**config.mk**
```make
export PLATFORM = sky130hd
export DESIGN_NAME = mpi_slave_bridge
export DESIGN_NICKNAME = d
export VERILOG_FILES = /design/src/rtl/mpi_slave_bridge.sv
export SDC_FILE = /design/constraint.sdc
export NUM_CORES = 1
export LEC_CHECK = 0
export CAP_MARGIN = 10
export CORE_UTILIZATION = 46
export CTS_CLUSTER_SIZE = 24
export DETAILED_ROUTE_END_ITERATION = 16
export GPL_ROUTABILITY_DRIVEN = 0
export GPL_TIMING_DRIVEN = 0
export HOLD_SLACK_MARGIN = 0.08
export PLACE_DENSITY = 0.79
export SLEW_MARGIN = 5
export SYNTH_ARGS = -nofsm -noshare
export SYNTH_HDL_FRONTEND = slang
export SYNTH_SLANG_ARGS = --single-unit
```
**constraint.sdc**
```tcl
create_clock -name clk_100m -period 5.4 [get_ports clk_100m]
set_input_delay 0.54 -clock clk_100m [delete_from_list [all_inputs] [get_ports clk_100m]]
set_output_delay 0.54 -clock clk_100m [all_outputs]
set_load 0.05 [all_outputs]
```
**src/rtl/mpi_slave_bridge.sv**
```systemverilog
// mpi_slave_bridge: asynchronous CPU bus slave to single-cycle register-file strobe bridge.
// Ports:
//   clk_100m, rst                  clock, asynchronous active-high reset
//   cpu_cs_n/rd_n/we_n/addr/data_in  CPU bus inputs (sampled once before use)
//   cpu_data_out, cpu_data_oe      read data and pad output enable
//   cpu_rdy_n                      access complete, active-low
//   reg_wr_en/rd_en/addr/wdata     register-file request side
//   reg_rdata, reg_rd_vld          register-file read response
//   err_timeout, err_illegal       single-cycle error pulses
module mpi_slave_bridge #(
    parameter int unsigned TIMEOUT_CYC = 255,
    parameter logic [31:0] ERR_DATA    = 32'hDEAD_BEEF
) (
    input  logic        clk_100m,
    input  logic        rst,
    input  logic        cpu_cs_n,
    input  logic        cpu_rd_n,
    input  logic        cpu_we_n,
    input  logic [15:0] cpu_addr,
    input  logic [31:0] cpu_data_in,
    output logic [31:0] cpu_data_out,
    output logic        cpu_data_oe,
    output logic        cpu_rdy_n,
    output logic        reg_wr_en,
    output logic        reg_rd_en,
    output logic [15:0] reg_addr,
    output logic [31:0] reg_wdata,
    input  logic [31:0] reg_rdata,
    input  logic        reg_rd_vld,
    output logic        err_timeout,
    output logic        err_illegal
);
    typedef enum logic [2:0] {IDLE, WR, RD, RD_WAIT, ACK, DONE} state_t;
    localparam logic [15:0] TO_LIM = 16'(TIMEOUT_CYC);
    state_t      state_q, state_d;
    logic        cs_n_q, rd_n_q, we_n_q;
    logic [15:0] addr_s_q;
    logic [31:0] din_s_q;
    logic [15:0] addr_q, addr_d;
    logic [31:0] wdata_q, wdata_d;
    logic [31:0] data_q, data_d;
    logic [15:0] cnt_q, cnt_d;
    logic        rd_op_q, rd_op_d;
    logic        lock_q, lock_d;
    logic        err_to_q, err_to_d;
    logic        err_il_q, err_il_d;
    // CPU pins are asynchronous to clk_100m: capture them once before any decision.
    always_ff @(posedge clk_100m or posedge rst) begin
        if (rst) begin
            cs_n_q   <= 1'b1;
            rd_n_q   <= 1'b1;
            we_n_q   <= 1'b1;
            addr_s_q <= '0;
            din_s_q  <= '0;
        end else begin
            cs_n_q   <= cpu_cs_n;
            rd_n_q   <= cpu_rd_n;
            we_n_q   <= cpu_we_n;
            addr_s_q <= cpu_addr;
            din_s_q  <= cpu_data_in;
        end
    end
    always_ff @(posedge clk_100m or posedge rst) begin
        if (rst) begin
            state_q  <= IDLE;
            addr_q   <= '0;
            wdata_q  <= '0;
            data_q   <= '0;
            cnt_q    <= '0;
            rd_op_q  <= 1'b0;
            lock_q   <= 1'b0;
            err_to_q <= 1'b0;
            err_il_q <= 1'b0;
        end else begin
            state_q  <= state_d;
            addr_q   <= addr_d;
            wdata_q  <= wdata_d;
            data_q   <= data_d;
            cnt_q    <= cnt_d;
            rd_op_q  <= rd_op_d;
            lock_q   <= lock_d;
            err_to_q <= err_to_d;
            err_il_q <= err_il_d;
        end
    end
    always_comb begin
        state_d  = state_q;
        addr_d   = addr_q;
        wdata_d  = wdata_q;
        data_d   = data_q;
        cnt_d    = cnt_q;
        rd_op_d  = rd_op_q;
        lock_d   = lock_q;
        err_to_d = 1'b0;
        err_il_d = 1'b0;
        case (state_q)
            IDLE: begin
                // lock_q holds off any access after an illegal strobe until cs_n is seen high
                if (cs_n_q) begin
                    lock_d = 1'b0;
                end else if (!lock_q) begin
                    if (!rd_n_q && !we_n_q) begin
                        err_il_d = 1'b1;
                        lock_d   = 1'b1;
                    end else if (!we_n_q) begin
                        state_d = WR;
                        addr_d  = addr_s_q;
                        wdata_d = din_s_q;
                        rd_op_d = 1'b0;
                    end else if (!rd_n_q) begin
                        state_d = RD;
                        addr_d  = addr_s_q;
                        rd_op_d = 1'b1;
                    end
                end
            end
            WR: state_d = cs_n_q ? IDLE : ACK;
            RD: begin
                cnt_d   = '0;
                state_d = cs_n_q ? IDLE : RD_WAIT;
            end
            RD_WAIT: begin
                // abort beats data, data beats timeout
                if (cs_n_q) begin
                    state_d = IDLE;
                end else if (reg_rd_vld) begin
                    data_d  = reg_rdata;
                    state_d = ACK;
                end else if (cnt_q == TO_LIM) begin
                    data_d   = ERR_DATA;
                    err_to_d = 1'b1;
                    state_d  = ACK;
                end else begin
                    cnt_d = cnt_q + 16'd1;
                end
            end
            ACK:     state_d = cs_n_q ? DONE : ACK;
            DONE:    state_d = IDLE;
            default: state_d = IDLE;
        endcase
    end
    assign reg_wr_en    = (state_q == WR);
    assign reg_rd_en    = (state_q == RD);
    assign cpu_rdy_n    = (state_q != ACK);
    assign cpu_data_oe  = (state_q == ACK) && rd_op_q;
    assign cpu_data_out = data_q;
    assign reg_addr     = addr_q;
    assign reg_wdata    = wdata_q;
    assign err_timeout  = err_to_q;
    assign err_illegal  = err_il_q;
endmodule

```
Word level (Yosys, flattened, before mapping)
Index checks and enable logic that the tools add are counted.
{"block": "totals", "register_bits": 154, "latchBits": 0, "ram_bits": 0, "rom_bits": 0, "inputBits": 86, "memories": 0}
{"block": "op_classes", "add_sub_neg": 1, "mul": 0, "div_mod_pow": 0, "n_lt_le_gt_ge": 0, "n_eq_ne": 15, "n_shift": 0, "n_mux": 32, "bitwise": 4, "n_reduce_logical": 12}
{"op": "$mux W16", "count": 5}
{"op": "$mux W32", "count": 2}
{"op": "$pmux W16 S2", "count": 1}
{"op": "$mux W3", "count": 9}
{"op": "$add A16 B1 Y16 const B", "count": 1}
{"op": "$eq A16 B8 Y1 const B", "count": 1}
{"op": "$pmux W3 S5", "count": 1}
{"op": "$reduce_and A5 Y1", "count": 3}
{"op": "$ne A2 B2 Y1 const B", "count": 7}
{"op": "$mux W1", "count": 13}
{"op": "$eq A3 B2 Y1 const B", "count": 2}
{"op": "$ne A3 B3 Y1 const B", "count": 2}
{"op": "$ne A4 B4 Y1 const B", "count": 1}
{"op": "$not A1 Y1", "count": 4}
{"op": "$reduce_and A4 Y1", "count": 1}
{"op": "$reduce_bool A2 Y1", "count": 2}
{"op": "$eq A3 B1 Y1 const B", "count": 1}
{"op": "$eq A3 B3 Y1 const B", "count": 1}
{"op": "$logic_not A3 Y1", "count": 1}
{"op": "$reduce_and A3 Y1", "count": 1}
{"op": "$logic_and A1 B1 Y1", "count": 2}
{"op": "$logic_not A1 Y1", "count": 2}
{"op": "$mux W2", "count": 1}

Longest topological paths before layout
Gate-level depths: netlist of run 1.
{"block": "logic_depth", "depth_word": 6, "mapped_depth": 7, "depth_no_buf": 6}

Worst setup path after synthesis of run 1
OpenSTA, ideal clock, no wires.
{"block": "synth_timing", "path_kind": "reg2reg", "startpoint": "reg state_q[1]", "endpoint": "reg cnt_q[10]", "setup_ns": 0.128, "arrival_ns": 2.302, "required_time_ns": 5.272, "slack_ns": 2.969, "stages_incl_launch_ff": 7, "synth_period_minus_slack_ns": 2.431, "cell_sequence": "dfrtp_1 > inv_1 > nor3_1 > o21ba_4 > buf_6 > o21ai_0 > o31ai_1"}
{"block": "synth_between", "elab_chain_cells": 3, "word_cells_on_any_way": 8}
{"element": "start, declared", "line_no": "35", "rtl": "state_t state_q, state_d;"}
{"element": "start signal, assigned", "line_no": "75", "rtl": "state_q <= state_d;"}
{"element": "$eq A3 B2 Y1 *"}
{"element": "via reg_rd_en", "line_no": "25", "rtl": "output logic reg_rd_en,"}
{"element": "$reduce_bool A2 Y1 (no line)"}
{"element": "$reduce_and A4 Y1 (no line)"}
{"element": "end signal, assigned", "line_no": "79", "rtl": "cnt_q <= cnt_d;"}
{"element": "end, declared", "line_no": "42", "rtl": "logic [15:0] cnt_q, cnt_d;"}
The timed path passes the listed nets; every way through them passes the cells marked *.
A chain may end at the register's enable or synchronous reset.

Worst setup path after layout of run 1
{"block": "layout_timing", "startpoint": "reg state_q[1]", "endpoint": "out reg_rd_en"}
{"block": "layout_between", "elab_chain_cells": 1}
{"element": "$eq A3 B2 Y1", "line_no": "143", "rtl": "assign reg_rd_en = (state_q == RD);"}
{"element": "end, declared", "line_no": "25"}
No other way between the ends.

==> out/metrics.csv, run 1 <==
stage,metric,value,unit
clock_tree,clock sink count,154,
final_layout,nets,646,
yosys,Synth Area in Compound Gates,9.55,%
final_layout,Area growth syn-to-layout,45.7,%
clock_tree,Max clock buf depth,2,
yosys,Mean Syn Cell Area,14.7,sq um
pwr,Pwr Total,5.02,mW
yosys,xor and xnor area share after synthesis,0.161,%
clock_tree,worst skew pair latency,0.42,ns
clock_tree,post-CTS sizing,0,
final_layout,layout cells sized above 1,17.3,%
clock_tree,clock root buffer,clkbuf_16,
detailed_routing,WL met2,5.99,mm
grt,initial antenna violation count,0,
detailed_routing,Max Used Layer,met4,
final_layout,Final Core Density,68.9,%
detailed_routing,WL/cell,16.3,um
final_layout,"commonest non-fill, non-tap cell in the layout",clkdlybuf4s50_1,
yosys,Synth Area in Simple Gates,7.01,%
detailed_routing,Via Count,3682,
clock_tree,Post-CTS Setup Inserts,0,
clock_tree,Post-CTS Hold Fix Bufs,0,
timing,crit path time final,2.76,ns
final_layout,fill cell count,796,
timing,clock skew,0.00926,ns
yosys,"Seq/Total Area, Yosys",71.1,%
yosys,distinct cell type count after synthesis,43,
critical_path,crit path cell chain,inv_1 -> nor3_1 -> clkdlybuf4s50_1,
grt,vias in the first global route,3865,
final_layout,Finished Layout Cells,715,
pwr,worst vdd ir,476,uV
min_path,Worst Hold Class,reg2reg,
critical_path,worst r2r src,cnt_q[8]$_DFFE_PP0P_,
timing,Final Hold Viols,0,
critical_path,max incr delay on CP,0.88,ns
clock_tree,H-tree Lvls,4,
detailed_routing,final WL,11.6,mm
timing,"Slew Viols, Final",0,
critical_path,CP Data Required Time,4.86,ns
detailed_routing,M1 wire length,4.52,mm
yosys,mux cell area share after synthesis,10.1,%
critical_path,CP endpoint kind,output pin,
grt,global-route wire length before repair,19.3,mm
clock_tree,CTS tree,yes,
critical_path,WS Path Type,reg2out,
clock_tree,Worst-path clk slew,0.06,ns
yosys,Yosys reg bits,154,
critical_path,slowest CP cell,clkdlybuf4s50_1,
yosys,Syn Nets,455,
detailed_routing,Vias/cell,5.15,
grt,Total GRT Usage,20.3,%
timing,RSZ-0062 raised after global routing,no,
floorplan,I/O pins,172,
pwr,PD cells,636,nW/um^2
final_layout,most frequent cells in the layout,"171 x clkdlybuf4s50_1, 151 x dfrtp_1, 48 x mux2_2",
grt,largest net degree at the start of global routing,95,
place,IO buf count,171,
pwr,Pleak,3.41,nW
critical_path,Crit path arrival time,2.22,ns
critical_path,"Max FO, Critical Path",7,
critical_path,origin of the worst setup path,state_q[1]$_DFFE_PP0P_,
timing,Worst Tran Pin Value,0.642,ns
final_layout,Ant. Diodes,0,
timing,max_slew headroom,56.9,%
outcome,status,"finished, final reports clean",
min_path,Worst Hold Launch,din_s_q[13]$_DFF_PP0_,
timing,Final Setup Violations,0,
floorplan,num rows,39,
final_layout,post-route cell area,7900,sq um
floorplan,full die area,12200,sq um
yosys,largest family of logic cells by synthesized area,multiplexers,
timing,fmax,0.362,GHz
place,DP HPWL,8.18,mm
floorplan,starting density of the core,47.3,%
detailed_routing,WL met3,994,um
place,Post-DP Area,7350,sq um
detailed_routing,1st-iter DRT viols,139,
place,Post-Place Cells,683,
grt,grt ovf,0,
floorplan,Die H,111,um
yosys,Gate Count Post-Synth,368,
timing,setup TNS,0,ns
yosys,yosys warns,0,
timing,period utilization,51.2,%
yosys,Synth Cell Area,5420,sq um
detailed_routing,drt drc,0,
floorplan,Die X,111,um
detailed_routing,DR pass1 iterations,4,
floorplan,Core ar.,11500,sq um
yosys,post-synthesis adder-cell area fraction,0.231,%
detailed_routing,"antenna viol nets, final",0,
clock_tree,total CTS buffers,17,
run,MaxCap Viol Count,0,
critical_path,CP Launch Type,register,
## critical path, delay by kind of cell (launching register included)
kind,cells,cell delay [ns]
simple gates,1,0.34
flops,1,0.46
buf+inv,2,1.00
## final cells by class
class                           instances  area (sq um)  area share (%)
Timing Repair Buffer                  172          1740            22.0
Sequential cell                       154          3860            48.8
Inverter                                5          23.8           0.301
Clock buffer                           22           484            6.13
Multi-Input combinational cell        194          1470            18.6
Clock inverter                         10          68.8           0.871
Buffer                                 15          77.6           0.982
Tap cell                              143           179            2.26
## cell usage after synthesis, drive strengths merged
cell    number  area share, %
ha           1           0.23
o21a         1           0.16
o22a        25            4.0
and3         4           0.46
nor4b        2           0.32
nor2        19            1.3
or2          3           0.35
or3          3           0.35
mux2        48             10
mux2i        1           0.18
dfrtp      151             70
a21oi        9           0.83
inv          5           0.35
and4         1           0.16
nor3b        1           0.14
a211oi       1           0.14
dfstp        3            1.5
a31oi        1           0.12
clkbuf       6           0.44
nand4        3           0.35
nor3         3           0.28
nand2b       1           0.12
xor2         1           0.16
o31ai        4           0.55
buf          9           0.99
o311ai       1           0.16
a21boi       1           0.14
o21ba        1           0.30
o41ai        1           0.16
o21ai       18            1.7
nand3       11            1.0
nand2       16            1.1
and2         1           0.12
a22o         8            1.3
or4          3           0.55
nor4         1           0.39
## through the flow
step	hold slack (ns)	worst slack, ns
3_3_place_gp	0.457	-1.02
2_1_floorplan	0.451	0.715
5_1_grt	0.489	2.52
4_1_cts	0.478	2.62
6_report	0.474	2.64
3_5_place_dp	0.464	2.91
## power breakdown
part           internal (mW)  switching [mW]
clock network          0.634           0.441
registers               1.51           0.203
logic                  0.816            1.42
## kinds of logic after synthesis
group                      Yosys count
adders and majority gates            1
and+or+nand+nor                     72
AOI/OAI and AO/OA                   71
DFF                                154
buffers and inverters               20
xor gates and xnor gates             1
muxes                               49
## metal layers
metal | up-vias | GRT usage, %
li1 | 1705 | -
met1 | 1836 | 23.3
met2 | 126 | 33.7
met3 | 15 | 8.67
met4 | 0 | 7.56
met5 | - | 0
## registers in the layout (all words and copies together) (netlist names)
register      cells
din_s_q          32
we_n_q            1
err_illegal       1
rd_n_q            1
reg_addr         16
cpu_data_out     32
state_q           3
cnt_q            16
reg_wdata        32
cs_n_q            1
addr_s_q         16
lock_q            1
err_timeout       1
rd_op_q           1
## worst paths after layout
check                                       endpoint  slack [ns]  cells after the start
min in group asynchronous     addr_s_q[13]$_DFF_PP0_        0.56                      2
min                        reg_wdata[13]$_DFFE_PP0P_        0.47                      1
max                                        reg_rd_en        2.64                      3
min reg2reg                reg_wdata[13]$_DFFE_PP0P_        0.47                      1
max in group asynchronous  reg_wdata[21]$_DFFE_PP0P_        4.03                      3
max reg2reg                     cnt_q[9]$_DFFE_PP0P_        3.26                      6
(Power assumes the default switching activity.)
==> inputs of run 2 (changes only) <==
- clock period: 5.4 -> 2.8 ns (I/O delays scaled with it)
==> run 2 against run 1 <==
Compared with the run above: clock power increased by 120%; non-clock buffer count rose by 2; die area did not move; sequential share of layout area fell by 0.56 points; highest routed layer unchanged.
==> out/metrics.csv, run 2 (same netlist as run 1, synthesis figures left out) <==
stage,metric,value,unit,change
outcome,status,"finished, final reports clean",,unchanged
floorplan,Core ar.,11500,sq um,unchanged
clock_tree,Post-CTS Setup Inserts,0,,unchanged
critical_path,max incr delay on CP,0.89,ns,was 0.88 ns
critical_path,WS Path Type,reg2out,,unchanged
detailed_routing,drt drc,0,,unchanged
final_layout,Ant. Diodes,0,,unchanged
final_layout,fill cell count,796,,unchanged
final_layout,layout cells sized above 1,17.5,%,was 17.3%
detailed_routing,1st-iter DRT viols,208,,was 139
grt,Total GRT Usage,21.4,%,was 20.3%
clock_tree,post-CTS sizing,0,,unchanged
timing,Final Hold Viols,0,,unchanged
critical_path,CP Launch Type,register,,unchanged
floorplan,num rows,39,,unchanged
floorplan,starting density of the core,47.3,%,unchanged
final_layout,area of the multi-input gates,1470,sq um,unchanged
critical_path,Crit path arrival time,2.24,ns,was 2.22 ns
timing,hold_ws,0.278,ns,was 0.474 ns
critical_path,slowest CP cell,clkdlybuf4s50_1,,unchanged
floorplan,full die area,12200,sq um,unchanged
timing,period utilization,89.9,%,
place,Post-Place Cells,685,,was 683
grt,grt ovf,0,,unchanged
final_layout,Final Core Density,69.7,%,was 68.9%
min_path,Worst Hold Class,in2reg,,was reg2reg
clock_tree,Worst-path clk slew,0.06,ns,about the same
timing,fin worst setup slack,0.282,ns,was 2.64 ns
final_layout,Finished Layout Cells,715,,unchanged
floorplan,Die H,111,um,unchanged
critical_path,CP endpoint kind,output pin,,unchanged
detailed_routing,final WL,12.3,mm,was 11.6 mm
clock_tree,clock sink count,154,,unchanged
critical_path,"Max FO, Critical Path",7,,unchanged
clock_tree,CTS tree,yes,,unchanged
pwr,Pleak,3.45,nW,was 3.41 nW
final_layout,Area growth syn-to-layout,47.3,%,was 45.7%
timing,RSZ-0062 raised after global routing,no,,unchanged
detailed_routing,"antenna viol nets, final",0,,unchanged
floorplan,I/O pins,172,,unchanged
critical_path,crit path cell chain,inv_1 -> nor3_1 -> clkdlybuf4s50_1,,unchanged
timing,max_slew headroom,42.1,%,was 56.9%
clock_tree,H-tree Lvls,4,,unchanged
detailed_routing,WL/cell,17.2,um,was 16.3 um
clock_tree,total CTS buffers,17,,unchanged
pwr,PD cells,1250,nW/um^2,was 636 nW/um^2
critical_path,CP Data Required Time,2.52,ns,was 4.86 ns
timing,Final Setup Violations,0,,unchanged
critical_path,Top Family by Delay on Critical Path,buffers and inverters,,unchanged
critical_path,worst path bufs/invs,2,,unchanged
clock_tree,clock root buffer,clkbuf_16,,unchanged
detailed_routing,Via Count,3748,,was 3682
timing,fmax,0.397,GHz,
place,IO buf count,171,,unchanged
final_layout,nets,648,,was 646
place,DP Worst Slack,0.490,ns,was 2.91 ns
clock_tree,Post-CTS Hold Fix Bufs,0,,unchanged
detailed_routing,DR pass1 iterations,4,,unchanged
floorplan,Die X,111,um,unchanged
timing,clock skew,0.00796,ns,was 0.00926 ns
final_layout,Register Area,3860,sq um,unchanged
clock_tree,Max clock buf depth,2,,unchanged
grt,vias in the first global route,4024,,was 3865
run,MaxCap Viol Count,0,,unchanged
final_layout,"commonest non-fill, non-tap cell in the layout",clkdlybuf4s50_1,,unchanged
grt,global-route wire length before repair,20.2,mm,was 19.3 mm
timing,Worst Tran Pin Value,0.867,ns,was 0.642 ns
detailed_routing,Vias/cell,5.24,,was 5.15
pwr,Pwr Total,10.0,mW,was 5.02 mW
final_layout,most frequent cells in the layout,"171 x clkdlybuf4s50_1, 151 x dfrtp_1, 48 x mux2_2",,unchanged
grt,largest net degree at the start of global routing,42,,was 95
place,Post-DP Area,7380,sq um,was 7350 sq um
timing,crit path time final,2.52,ns,
clock_tree,worst skew pair latency,0.42,ns,about the same
grt,initial antenna violation count,0,,unchanged
final_layout,post-route cell area,7990,sq um,was 7900 sq um
place,DP HPWL,8.49,mm,was 8.18 mm
timing,"Slew Viols, Final",0,,unchanged
pwr,worst vdd ir,845,uV,was 476 uV
timing,setup TNS,0,ns,unchanged
==> run 2: worst paths after layout <==
kind	slack, ns	from	end	cells past startpoint
worst max register to register	0.63	cnt_q[8]$_DFFE_PP0P_	cnt_q[12]$_DFFE_PP0P_	6
max in group asynchronous	1.50	rst	addr_s_q[1]$_DFF_PP0_	4
worst min-delay path	0.28	cpu_cs_n	cs_n_q$_DFF_PP1_	1
worst max-delay path	0.28	state_q[1]$_DFFE_PP0P_	reg_rd_en	3
min in group asynchronous	0.39	rst	reg_wdata[13]$_DFFE_PP0P_	2
worst min register to register	0.48	din_s_q[30]$_DFF_PP0_	reg_wdata[30]$_DFFE_PP0P_	1
==> run 2: power breakdown <==
group	internal (mW)	switching [mW]	leakage (nW)
Combinational	1.58	2.77	1.25
Clock	1.50	0.853	0.302
Sequential	2.91	0.403	1.90
Total	5.99	4.02	3.45
==> run 2: routing by layer <==
layer	share of wire, %	track usage [%]	vias to the layer above
met3	9.0	10.2	16
met2	51	34.7	138
met1	39	24.9	1895
li1	-	-	1699
met5	0	0	-
met4	1.5	7.64	0
==> run 2: layout make-up <==
type	count	area share, %
flip-flops and latches	154	48.3
repair buffers	174	22.2
multi-input cells	194	18.4
clock buffers	18	5.50
well taps	143	2.24
clock inverters	12	2.18
plain buffers	15	0.971
inverters	5	0.282
==> inputs of run 3 (changes only) <==
- SLEW_MARGIN: 5 -> not set
==> run 3 against run 2 <==
Compared with the run above: sequential share of layout area down 0.17 points; critical path depth unchanged; final area up 0.34%; clock power up 4%; hold slack worse by 0.0034 ns; final cell count up 0.14%; maximum frequency down 0.23%.
==> out/metrics.csv, run 3 (same netlist as run 1, synthesis figures left out) <==
stage,metric,value,unit,change
outcome,status,"finished, final reports clean",,unchanged
final_layout,Ant. Diodes,0,,unchanged
clock_tree,Post-CTS Hold Fix Bufs,0,,unchanged
timing,"Slew Viols, Final",0,,unchanged
final_layout,nets,648,,unchanged
critical_path,Top Family by Delay on Critical Path,buffers and inverters,,unchanged
timing,RSZ-0062 raised after global routing,no,,unchanged
detailed_routing,drt drc,0,,unchanged
critical_path,slowest CP cell,clkdlybuf4s50_1,,unchanged
pwr,Comb power frac,43.0,%,was 43.4%
clock_tree,CTS tree,yes,,unchanged
final_layout,Area growth syn-to-layout,47.8,%,was 47.3%
detailed_routing,DR pass1 iterations,4,,unchanged
final_layout,Register Area,3860,sq um,unchanged
grt,initial antenna violation count,0,,unchanged
critical_path,CP Data Required Time,2.52,ns,about the same
critical_path,worst path bufs/invs,2,,unchanged
grt,vias in the first global route,4004,,was 4024
timing,clock skew,0.00530,ns,was 0.00796 ns
floorplan,I/O pins,172,,unchanged
pwr,worst vdd ir,885,uV,was 845 uV
critical_path,WS Path Type,reg2out,,unchanged
detailed_routing,Vias/cell,5.22,,was 5.24
final_layout,most frequent cells in the layout,"171 x clkdlybuf4s50_1, 151 x dfrtp_1, 48 x mux2_2",,unchanged
floorplan,full die area,12200,sq um,unchanged
critical_path,R2R cell count,7,,was 6
timing,period utilization,90.1,%,was 89.9%
run,MaxCap Viol Count,0,,unchanged
floorplan,num rows,39,,unchanged
min_path,Worst Hold Class,in2reg,,unchanged
grt,Total GRT Usage,21.7,%,was 21.4%
place,DP Worst Slack,0.480,ns,was 0.490 ns
clock_tree,Post-CTS Setup Inserts,0,,unchanged
floorplan,Die H,111,um,unchanged
min_path,Hold Crit Depth,1,,unchanged
timing,Final Hold Viols,0,,unchanged
critical_path,Crit path arrival time,2.24,ns,about the same
final_layout,"commonest non-fill, non-tap cell in the layout",clkdlybuf4s50_1,,unchanged
timing,crit path time final,2.52,ns,about the same
critical_path,crit path cell chain,inv_1 -> nor3_1 -> clkdlybuf4s50_1,,unchanged
floorplan,starting density of the core,47.3,%,unchanged
clock_tree,total CTS buffers,17,,unchanged
timing,fin worst setup slack,0.276,ns,was 0.282 ns
final_layout,fill cell count,753,,was 796
clock_tree,post-CTS sizing,0,,unchanged
clock_tree,clock root buffer,clkbuf_16,,unchanged
clock_tree,Max clock buf depth,2,,unchanged
timing,Worst Tran Pin Value,0.853,ns,was 0.867 ns
critical_path,max incr delay on CP,0.89,ns,about the same
detailed_routing,"antenna viol nets, final",0,,unchanged
critical_path,"Max FO, Critical Path",7,,unchanged
place,DP HPWL,8.54,mm,was 8.49 mm
pwr,Reg power frac,32.8,%,was 33.1%
detailed_routing,final WL,12.5,mm,was 12.3 mm
clock_tree,clock sink count,154,,unchanged
pwr,PD cells,1260,nW/um^2,was 1250 nW/um^2
pwr,switch share,39.9,%,was 40.2%
timing,fmax,0.396,GHz,was 0.397 GHz
pwr,Int Pwr,6.08,mW,was 5.99 mW
pwr,Pleak,3.46,nW,was 3.45 nW
place,IO buf count,171,,unchanged
floorplan,Die X,111,um,unchanged
clock_tree,Worst-path clk slew,0.06,ns,about the same
pwr,Psw,4.04,mW,was 4.02 mW
detailed_routing,WL/cell,17.4,um,was 17.2 um
floorplan,Core ar.,11500,sq um,unchanged
clock_tree,worst skew pair latency,0.41,ns,was 0.42 ns
timing,Final Setup Violations,0,,unchanged
detailed_routing,1st-iter DRT viols,112,,was 208
timing,max_slew headroom,43.0,%,was 42.1%
critical_path,cell depth of the worst setup path,3,,unchanged
grt,global-route wire length before repair,20.5,mm,was 20.2 mm
final_layout,area of the multi-input gates,1470,sq um,unchanged
grt,largest net degree at the start of global routing,44,,was 42
critical_path,CP Launch Type,register,,unchanged
final_layout,layout cells sized above 1,17.5,%,about the same
detailed_routing,Via Count,3740,,was 3748
pwr,clock power share,24.2,%,was 23.5%
clock_tree,H-tree Lvls,4,,unchanged
grt,grt ovf,0,,unchanged
pwr,Pwr Total,10.1,mW,was 10.0 mW
critical_path,CP endpoint kind,output pin,,unchanged
## run 3: cell count changes in the layout (fill, tap and decap cells not counted), sizes merged
cell and change:
bufinv +1, clkbuf +1, clkinv -1, clkinvlp +1, inv -1
## run 3: cell type report
class                   instances  area share [%]
plain buffers                  15           0.967
well taps                     143            2.23
multi-input cells             194            18.3
flip-flops and latches        154            48.1
clock buffers                  19            5.52
inverters                       5           0.281
repair buffers                174            22.1
clock inverters                12            2.47
## run 3: worst paths after layout
kind | slack (ns) | to | startpoint
setup reg to reg | 0.65 | cnt_q[12]$_DFFE_PP0P_ | cnt_q[0]$_DFFE_PP0P_
max in group asynchronous | 1.49 | addr_s_q[6]$_DFF_PP0_ | rst
hold / removal | 0.27 | we_n_q$_DFF_PP1_ | cpu_we_n
setup / recovery | 0.28 | reg_rd_en | state_q[1]$_DFFE_PP0P_
min in group asynchronous | 0.38 | reg_wdata[9]$_DFFE_PP0P_ | rst
hold reg to reg | 0.48 | reg_wdata[12]$_DFFE_PP0P_ | din_s_q[12]$_DFF_PP0_
## run 3: power groups by stage
stage          Sequential (mW)  Combinational [mW]  Clock [mW]
4_1_cts                   3.32                4.39        2.49
5_1_grt                   3.39                4.53        2.58
3_5_place_dp              3.33                4.35           0
2_1_floorplan             5.23               0.863           0
6_report                  3.32                4.35        2.45
3_3_place_gp              3.29                4.29           0
## run 3: per-layer routing
layer  global-route usage, %  share of wire [%]  vias to the layer above
met2                    34.5                 50                      135
met5                       0                  0                        -
li1                        -                  -                     1703
met1                    25.9                 40                     1885
met4                    8.18                1.5                        0
met3                    9.55                8.9                       17
## run 3: per-stage QoR
step | util, % | area (sq um) | setup TNS (ns) | std cells | hold slack (ns)
6_report | 69.9 | 8020 | 0 | 716 | 0.274
3_5_place_dp | 64.3 | 7380 | 0 | 685 | 0.463
5_1_grt | 69.9 | 8020 | 0 | 716 | 0.258
4_1_cts | 69.9 | 8020 | 0 | 716 | 0.259
2_1_floorplan | - | 5430 | 0 | 368 | 0.284
3_3_place_gp | 63.8 | 7320 | -83.61 | 682 | 0.457
